===== config.mk =====
export PLATFORM = sky130hd
export DESIGN_NAME = rr_3req
export DESIGN_NICKNAME = d
export VERILOG_FILES = /design/src/rtl/rr_3req_pkg.sv /design/src/rtl/rr_3req.sv
export SDC_FILE = /design/constraint.sdc
export NUM_CORES = 1
export LEC_CHECK = 0
export BUFFER_PORTS_ARGS = -buffer_cell sky130_fd_sc_hd__buf_2
export CORE_AREA = 2 2 39 41
export CTS_BUF_LIST = sky130_fd_sc_hd__clkbuf_4 sky130_fd_sc_hd__clkbuf_8
export CTS_CLUSTER_SIZE = 20
export DETAILED_ROUTE_END_ITERATION = 16
export DIE_AREA = 0 0 41 43
export PLACE_DENSITY_LB_ADDON = 0.05
export SETUP_SLACK_MARGIN = 0.2
export SYNTH_ARGS = -nofsm -noshare
export SYNTH_HDL_FRONTEND = slang
export SYNTH_SLANG_ARGS = --single-unit

===== constraint.sdc =====
create_clock -name clk -period 0.8 [get_ports clk]
set_input_delay 0.12 -clock clk [delete_from_list [all_inputs] [get_ports clk]]
set_output_delay 0.12 -clock clk [all_outputs]
set_load 0.01 [all_outputs]

===== src/rtl/rr_3req_pkg.sv =====
// Shared constants and grant-index type for the 3-port round-robin arbiter.
// Also used by the bus interleaver that instantiates it.
package rr_3req_pkg;

  localparam int NUM_REQ = 3;
  localparam int GRANT_W = 2;

  typedef logic [GRANT_W-1:0] grant_idx_t;

endpackage


===== src/rtl/rr_3req.sv =====
// Three-requester round-robin arbiter with registered grant index.
// The search starts after the current holder; ce gates every update.
module rr_3req
  import rr_3req_pkg::*;
(
  input  logic       clk,
  input  logic       rst_n,
  input  logic       request0,
  input  logic       request1,
  input  logic       request2,
  input  logic       ce,
  output grant_idx_t grant
);

  logic [NUM_REQ-1:0] req;
  grant_idx_t         grant_nxt;

  assign req = {request2, request1, request0};

  // The holder's own request is never a candidate; it only keeps the grant by default
  always_comb begin
    grant_nxt = grant;
    unique case (grant)
      2'd0: begin
        if (req[1])      grant_nxt = 2'd1;
        else if (req[2]) grant_nxt = 2'd2;
      end
      2'd1: begin
        if (req[2])      grant_nxt = 2'd2;
        else if (req[0]) grant_nxt = 2'd0;
      end
      2'd2: begin
        if (req[0])      grant_nxt = 2'd0;
        else if (req[1]) grant_nxt = 2'd1;
      end
      default: begin
        if (req[0])      grant_nxt = 2'd0;
        else if (req[1]) grant_nxt = 2'd1;
        else if (req[2]) grant_nxt = 2'd2;
        else             grant_nxt = 2'd0;
      end
    endcase
  end

  // rst_n is an active-high synchronous reset
  always_ff @(posedge clk) begin
    if (rst_n) begin
      grant <= '0;
    end else if (ce) begin
      grant <= grant_nxt;
    end
  end

endmodule


# Word level (Yosys, flattened, before mapping)
# Index checks and enable logic that the tools add are counted.
[word_totals]
reg_bits = 2
mem_bits_ro = 0
in_bits = 6
latchBits = 0
ram_bits = 0
wordCells = 18
memories = 0
[op_classes]
bitwise_logic = 0
mux = 10
n_shift = 0
magnitude_cmp = 0
n_mul = 0
reduce_logical = 2
n_eq_ne = 5
n_addsub = 0
n_div = 0
[op_table]
columns = ["cell", "n"]
rows = [
  ["$mux W2", 9],
  ["$ne A3 B3 Y1 const B", 3],
  ["$pmux W2 S3", 1],
  ["$reduce_and A4 Y1", 1],
  ["$eq A2 B1 Y1 const B", 1],
  ["$eq A2 B2 Y1 const B", 1],
  ["$logic_not A2 Y1", 1],
]

# Longest topological paths before layout
# Gate-level depths: netlist of run 1.
[depth]
ltp_word = 4
depth_mapped = 3
depth_no_buf = 3

# Worst setup path before layout of run 1
# No wires, ideal clock.
[synth_timing]
path_type = "register to register"
start = "reg grant[1]"
end = "reg grant[0]"
path_stages_with_launch = 4
path_slack_ns = -0.130
n_path_buf = 0
arrival_time_ns = 0.843
setup_ns = 0.087
path_cell_list = "dfxtp_1 > nand2_1 > a221o_1 > o31ai_1"
[synth_between]
elab_chain_len = 3
elab_cells_between_ends = 8
cone_classes = "eq/ne: 5; mux: 1; reduce/logical: 2"
[synth_rtl]
columns = ["element", "line_no", "text"]
rows = [
  ["from (decl)", "rr_3req.sv:12", "output grant_idx_t grant"],
  ["from (signal assigned)", "rr_3req.sv:50", "grant <= grant_nxt;"],
  ["$eq A2 B1 Y1 (tied with other cells)", "rr_3req.sv:23", "unique case (grant)"],
  ["$ne A3 B3 Y1 (no source line)", "--", ""],
  ["$reduce_and A4 Y1 (no source line)", "--", ""],
]
# Parallel ways exist; a longest one is shown, timed or not.
# A chain may end at the register's enable or synchronous reset.

# Final worst setup path of run 1
[layout_timing]
start = "reg grant[1]"
end = "out grant[1]"
# No word-level cell between the ends.

==> metrics, run 1 <==
largest register by flop count=grant; status=complete, but fails checks; slowest CP cell=dfxtp_4; Residual DRC=0; area grow syn2layout=106.3%; max reg flops=2; TritonRoute pass-1 iters=2; pre-CTS setup slack=-0.1044 ns; failing checks=negative setup slack; # diodes=0; worst-skew pair later-pin latency=0.23 ns; worst-margin pin slew=0.1690 ns; CTS sink cnt=2; Antenna Nets Post-Route=0; drt via density=3.628; total power=430.2 uW; fin crit period=0.9173 ns; Post-DP Area=198.9 um^2; Vias=156; Worst VDD drop=0.0002675 V; Crit. End Element=primary output; switching share of total power=24.30%; Synth cell types=11; Core Util, Final=17.72%; Switch Pwr=104.6 uW; final hold violation count=0; CTS H-Tree Depth=1; I/O pin cnt=8; CTS root buffer=clkbuf_4; Yosys warning total=0; CTS Buf Count=3; Startpoint Class=register; Seq pwr share=27.3%; share of layout cells above drive strength 1=59.26%; slew margin rel.=88.64%; num rows=14; CORE AREA=0.001384 mm^2; CP cell instances=buf_6 -> buf_6; RSZ-0062 raised after global routing=yes; leakage power figure=0.0001060 uW; total global routing overflow=0; Power Density=1754 mW/mm^2; Critical Path Fanout Max=5; max incr delay on CP=0.35 ns; RePlAce Congestion=0.7293; largest net degree at the start of global routing=6; port bufs=7; hold crit path type=input port to register; first-pass GRT wire length=696 um; First DRT Iteration DRCs=8; final WL=419 um; setup violators final=4; average wire per standard cell=9.744 um; max-cap check violation count=0; Final #Nets=35; Starting Density=8.590%; CP most frequent cell=buf_6; Max Freq=1.090 GHz; syn_area_per_cell=8.490 um^2; post-route setup TNS=-0.3246 ns; Int Power=325.7 uW; Critical Path RT=0.68 ns; die width=41 um; vias in the first global route=171; Clock power frac=52.9%; cts hold-fix bufs=0; design area=245.2 um^2; CTS Buffer Depth=2; synthesized instance count=14; CTS tree=done; Total Routing Usage GR=6.607%; CP Class=register to primary output; die area=0.001763 mm^2; syn_nets=20; clk_skew=0.001226 ns; initial antenna violation count=0; die height=43 um; CP delay by family, top=flip-flops; Largest regs=grant: 2 flops; fin crit share=114.7%; Post-Syn Area=118.9 um^2; Comb pwr share=19.8%; Yosys reg bits=2; Critical Path AT=0.80 ns; clk slew on worst S/H paths=0.03 ns; register area share after synthesis=33.68%; Buf/Inv on CP=2; count of final max-slew check failures=0; Setup WS post-layout=-0.1173 ns
layer usage:
layer	track usage [%]	wire, um
met5	0	0
met4	10.00	0
met3	1.571	19
met1	7.962	189
met2	7.187	210
worst register-to-register path: cells and delay by family, from the launching register on:
| family | cells | cell delay, ns |
|---|---|---|
| AO/OA/AOI/OAI | 2 | 0.35 |
| AND/OR/NAND/NOR | 1 | 0.13 |
| flip-flops | 1 | 0.33 |
through the flow:
step | cells | hold WS, ns
after global placement | 39 | 0.4029
after detailed placement | 39 | 0.3845
after CTS | 42 | 0.1432
after global routing | 43 | 0.1518
final | 43 | 0.1466
after floorplan | 14 | 0.1853
timing repair:
item                       in CTS  in global routing
buffers inserted                0                  1
resized for setup               2                  3
gates cloned                    0                  0
pin swaps                       0                  1
setup endpoints to repair       4                  4
path summary, 6_finish.rpt:
path | slack (ns) | end | from | depth (start not counted)
max | -0.12 | grant[1] | grant[1]$_SDFFE_PP0P_ | 2
min | 0.15 | grant[1]$_SDFFE_PP0P_ | ce | 2
max reg2reg | -0.11 | grant[0]$_SDFFE_PP0P_ | grant[0]$_SDFFE_PP0P_ | 3
min reg2reg | 0.51 | grant[0]$_SDFFE_PP0P_ | grant[0]$_SDFFE_PP0P_ | 2
cells in the mapped netlist:
master,n,area (um^2)
o21ai_0,2,10.01
a31oi_1,1,6.260
inv_1,1,3.750
nand2b_1,1,6.260
or2b_1,2,15.01
nand2_1,1,3.750
a221o_1,1,10.01
a211oi_1,1,7.510
dfxtp_1,2,40.04
o31a_1,1,8.760
o31ai_1,1,7.510
power groups by stage:
stage,Combinational [uW],Sequential (uW),Clock [uW]
final,85.1,118,228
after global routing,94.0,119,262
after CTS,78.4,119,242
after detailed placement,72.0,120,0
after global placement,73.0,121,0
after floorplan,28.7,122,0
area by class of cell:
| class | count | area [um^2] |
|---|---|---|
| inverters | 1 | 3.754 |
| clock buffers | 3 | 22.52 |
| multi-input cells | 11 | 82.58 |
| well taps | 16 | 20.02 |
| fillers | 162 | 1139 |
| flip-flops and latches | 2 | 45.04 |
| repair buffers | 10 | 71.32 |
cell families (layout without fill, tap and decap cells):
family	Yosys count	count (layout)	share of synthesized area [%]
buf+inv	1	14	3.155
flops	2	2	33.69
compound gates	7	7	42.12
simple gates	4	4	21.05
placed cells by master (no fill, tap or decap), drive strengths merged, types with 2 or more instances in the layout:
master / count
o21ai: 2
dfxtp: 2
clkbuf: 3
buf: 10
or2b: 2
(Power assumes the default switching activity.)
==> run 2: changes to the inputs <==
==> constraint.sdc (replaced) <==
create_clock -name clk -period 1 [get_ports clk]
set_input_delay 0.15 -clock clk [delete_from_list [all_inputs] [get_ports clk]]
set_output_delay 0.15 -clock clk [all_outputs]
set_load 0.1 [all_outputs]
==> run 2 against run 1 <==
The flow now finishes without violations; first-iteration DRC count is 88% lower; sequential power is 19% lower; utilization is 0.090 points higher; clock skew is 0.00094 ns lower; non-clock buffer count is 3 lower; worst hold slack worse by 0.022 ns; global-route usage is 0.31 points higher; flip-flop and latch count stayed put; critical path type is now register to register; critical endpoint is now grant[0]$_SDFFE_PP0P_.
==> metrics, run 2 (synthesis results as in run 1) <==
Startpoint Class=register; Total Routing Usage GR=6.914%; total global routing overflow=0; fin crit share=93.51%; r2r endpoint=grant[0]$_SDFFE_PP0P_; startpoint of the worst hold path=rst_n; Critical Path Fanout Max=5; drt via density=3.825; share of layout cells above drive strength 1=58.33%; RePlAce Congestion=0.7105; vias in the first global route=167; post-route setup TNS=0 ns; Vias=153; CTS tree=done; TritonRoute pass-1 iters=2; Critical Path RT=1.13 ns; largest register by flop count=grant; clk slew on worst S/H paths=0.03 ns; CORE AREA=0.001384 mm^2; setup violators final=0; first-pass GRT wire length=662 um; status=complete, no violations; worst-margin pin slew=0.1709 ns; worst hold margin=0.1250 ns; initial antenna violation count=0; clk_skew=0.0002822 ns; area grow syn2layout=107.4%; fin crit period=0.9351 ns; CTS root buffer=clkbuf_4; r2r setup slk=0.06 ns; count of final max-slew check failures=0; postcts setup bufs=0; final hold violation count=0; slew margin rel.=88.53%; Starting Density=8.590%; die width=41 um; worst-skew pair later-pin latency=0.22 ns; reg2reg start=grant[0]$_SDFFE_PP0P_; max reg flops=2; Crit. End Element=register; cts hold-fix bufs=0; die height=43 um; num rows=14; I/O pin cnt=8; RSZ-0062 raised after global routing=yes; most frequent cells in the layout=buf_2, clkbuf_4; CTS Buf Count=3; Final #Nets=32; port bufs=7; Largest regs=grant: 2 flops; worst hold stages=2; hold crit path type=input port to register; final non-filler cell total=40; Residual DRC=0; CTS sink cnt=2; R2R cell count=3; leakage power figure=0.00009621 uW; die area=0.001763 mm^2; commonest non-fill, non-tap cell in the layout=buf_2; CTS Buffer Depth=2; First DRT Iteration DRCs=1; average wire per standard cell=9.600 um; max-cap check violation count=0; CTS H-Tree Depth=1; Worst VDD drop=0.0002470 V; largest net degree at the start of global routing=7; cell count after placement=37; Power Density=1537 mW/mm^2; final WL=384 um; Max Freq=1.069 GHz; design area=246.5 um^2; Critical Path AT=1.06 ns; # diodes=0; Hold Path Sink=grant[1]$_SDFFE_PP0P_; Antenna Nets Post-Route=0; CP Class=register to register; Post-DP Area=219.0 um^2
run 2: how the worst max path moves through the flow:
| stage | endpoint | cells past startpoint | slack (ns) | start |
|---|---|---|---|---|
| after floorplan | grant[0]$_SDFFE_PP0P_ | 3 | -0.05 | grant[0]$_SDFFE_PP0P_ |
| after global placement | grant[0]$_SDFFE_PP0P_ | 3 | 0.05 | grant[0]$_SDFFE_PP0P_ |
| after detailed placement | grant[0]$_SDFFE_PP0P_ | 3 | 0.04 | grant[0]$_SDFFE_PP0P_ |
| after CTS | grant[0]$_SDFFE_PP0P_ | 3 | 0.06 | grant[0]$_SDFFE_PP0P_ |
| after global routing | grant[0]$_SDFFE_PP0P_ | 3 | 0.03 | grant[0]$_SDFFE_PP0P_ |
| final | grant[0]$_SDFFE_PP0P_ | 3 | 0.06 | grant[0]$_SDFFE_PP0P_ |
run 2: per-stage QoR:
stage | utilization, % | setup slack [ns] | power [uW]
3_3_place_gp | 15.82 | 0.05091 | 205.6
2_1_floorplan | - | -0.04999 | 156.3
4_1_cts | 17.45 | 0.05570 | 390.9
6_report | 17.81 | 0.06489 | 378.8
5_1_grt | 17.81 | 0.02805 | 410.2
3_5_place_dp | 15.82 | 0.03705 | 204.0
run 2: power by group:
group / switching, uW / internal, uW
logic: 63.0 / 45.7
clock network: 42.2 / 132
registers: 10.6 / 85.3
run 2: metal layers:
| layer | share of wire, % | track usage (%) | up-vias |
|---|---|---|---|
| met1 | 34 | 5.112 | 71 |
| met2 | 54 | 8.125 | 5 |
| li1 | - | - | 75 |
| met3 | 9.4 | 4.712 | 2 |
| met4 | 2.1 | 12.00 | 0 |
| met5 | 0 | 0 | - |
run 2: layout make-up:
| class | instances | area [um^2] |
|---|---|---|
| Clock buffer | 3 | 22.52 |
| Fill cell | 157 | 1137 |
| Inverter | 1 | 3.754 |
| Multi-Input combinational cell | 11 | 87.58 |
| Sequential cell | 2 | 47.55 |
| Tap cell | 16 | 20.02 |
| Timing Repair Buffer | 7 | 65.06 |
run 2: worst max-delay path, stage by stage (launching register included):
cell and delay [ns]:
dfxtp_4 0.35, nand2b_4 0.13, a221o_1 0.30, o31ai_2 0.06
run 2: repair_timing:
item,CTS,global route
setup endpoints to repair,4,4
pin swaps,3,3
gates resized for setup,0,1
==> run 3: changes to the inputs <==
Settings changed: REMOVE_ABC_BUFFERS from default to 1.
==> run 3 against run 2 <==
Wire length grew 6.3%; final cell count grew 7.5%; sequential share of layout area shrank 2.5 points; critical endpoint is now grant[0]; largest cell class is now non-clock buffers; highest routed layer unchanged.
==> metrics, run 3 (synthesis results as in run 1) <==
Critical Path RT=0.85 ns; largest net degree at the start of global routing=6; Vias=165; cell count after placement=39; leakage power figure=0.0001106 uW; CTS Buf Count=3; average wire per standard cell=9.488 um; Max Freq=1.004 GHz; Residual DRC=0; startpoint of the worst hold path=rst_n; Critical Path Fanout Max=5; Seq pwr share=22.7%; Starting Density=8.590%; share of layout cells above drive strength 1=59.26%; commonest non-fill, non-tap cell in the layout=buf_2; max-cap check violation count=0; total power=410.4 uW; CTS root buffer=clkbuf_4; I/O pin cnt=8; vias in the first global route=203; die area=0.001763 mm^2; Clock power frac=46.6%; Int Power=276.7 uW; fin crit share=99.55%; drt via density=3.837; Core Util, Final=19.44%; CTS sink cnt=2; Critical Path AT=0.85 ns; design area=269.0 um^2; largest register by flop count=grant; die height=43 um; final WL=408 um; fin crit period=0.9955 ns; CP delay by family, top=flip-flops; CTS tree=done; clk slew on worst S/H paths=0.03 ns; first-pass GRT wire length=683 um; count of final max-slew check failures=0; TritonRoute pass-1 iters=2; Final #Nets=35; slew margin rel.=86.32%; Antenna Nets Post-Route=0; Largest regs=grant: 2 flops; Comb pwr share=30.7%; CTS H-Tree Depth=1; Startpoint Class=register; status=complete, no violations; most frequent cells in the layout=buf_2, clkbuf_4, buf_6; First DRT Iteration DRCs=1; total global routing overflow=0; worst hold stages=2; Hold Path Sink=grant[1]$_SDFFE_PP0P_; CP cell instances=buf_6 -> buf_12; Total Routing Usage GR=6.212%; area grow syn2layout=126.3%; RSZ-0062 raised after global routing=yes; worst-margin pin slew=0.2035 ns; Worst VDD drop=0.0002671 V; switching share of total power=32.58%; Crit. End Element=primary output; # fillers=155; final hold violation count=0; max reg flops=2; # diodes=0; r2r setup slk=0.03 ns; worst-skew pair later-pin latency=0.23 ns; final non-filler cell total=43; max incr delay on CP=0.34 ns; post-route setup TNS=0 ns; num rows=14; CP Class=register to primary output; reg2reg start=grant[0]$_SDFFE_PP0P_; CORE AREA=0.001384 mm^2; Post-DP Area=219.0 um^2; CTS Buffer Depth=2; Buf/Inv on CP=2; Switch Pwr=133.7 uW; slowest CP cell=dfxtp_4; hold crit path type=input port to register; setup violators final=0; port bufs=7; die width=41 um; R2R cell count=3; clk_skew=0.0005079 ns; r2r endpoint=grant[0]$_SDFFE_PP0P_; RePlAce Congestion=0.6453; Power Density=1526 mW/mm^2; initial antenna violation count=0
## run 3: cell types whose count changed in the layout (fill, tap and decap cells not counted)
cell / delta
nand2b_4: -1
o21ai_2: +1
o21ai_1: +1
o31ai_1: +1
nand2b_1: +1
o31ai_2: -1
buf_6: +3
dfxtp_2: +1
o21ai_0: -2
dfxtp_4: -1
## run 3: worst max path at each step
| stage | depth (start not counted) | startpoint | endpoint | slack, ns |
|---|---|---|---|---|
| final | 2 | grant[0]$_SDFFE_PP0P_ | grant[0] | 0.004 |
| after global routing | 2 | grant[0]$_SDFFE_PP0P_ | grant[0] | -0.01 |
| after CTS | 2 | grant[0]$_SDFFE_PP0P_ | grant[0] | -0.01 |
| after detailed placement | 3 | grant[0]$_SDFFE_PP0P_ | grant[1]$_SDFFE_PP0P_ | 0.08 |
| after global placement | 3 | grant[0]$_SDFFE_PP0P_ | grant[0]$_SDFFE_PP0P_ | 0.06 |
| after floorplan | 3 | grant[1]$_SDFFE_PP0P_ | grant[0]$_SDFFE_PP0P_ | -0.57 |
## run 3: cell type report
cell class	count	area (um^2)	share of cell area [%]
Multi-Input combinational cell	11	78.83	29.30
Sequential cell	2	45.04	16.74
Timing Repair Buffer	10	98.84	36.74
Inverter	1	3.754	1.395
Tap cell	16	20.02	7.442
Clock buffer	3	22.52	8.372
## run 3: stage by stage
stage	hold WS, ns	setup slack [ns]
global route	0.1227	-0.01455
finish	0.1096	0.004452
global placement	0.3664	0.05668
CTS	0.1015	-0.01175
detailed placement	0.3577	0.08221
floorplan	0.2228	-0.5723
## run 3: power groups by stage
stage	registers (uW)	logic, uW	clock network, uW
detailed placement	94.0	114	0
floorplan	134	19.7	0
CTS	93.6	123	204
global route	94.0	134	200
global placement	93.9	116	0
finish	93.0	126	191
## run 3: metal layers
| layer | vias up | share of wire (%) | global-route usage (%) |
|---|---|---|---|
| li1 | 82 | - | - |
| met1 | 76 | 34 | 4.473 |
| met2 | 5 | 57 | 10.31 |
| met3 | 2 | 4.4 | 0 |
| met4 | 0 | 4.7 | 10.00 |
| met5 | - | 0 | 0 |
## run 3: timing repair
| item | CTS | global route |
|---|---|---|
| setup buffers | 1 | 0 |
| endpoints found under the setup margin | 4 | 4 |
| resized for setup | 5 | 4 |
| hold buffers | 0 | 0 |
| pin swaps | 2 | 2 |
| endpoints found under the hold margin | 0 | 0 |
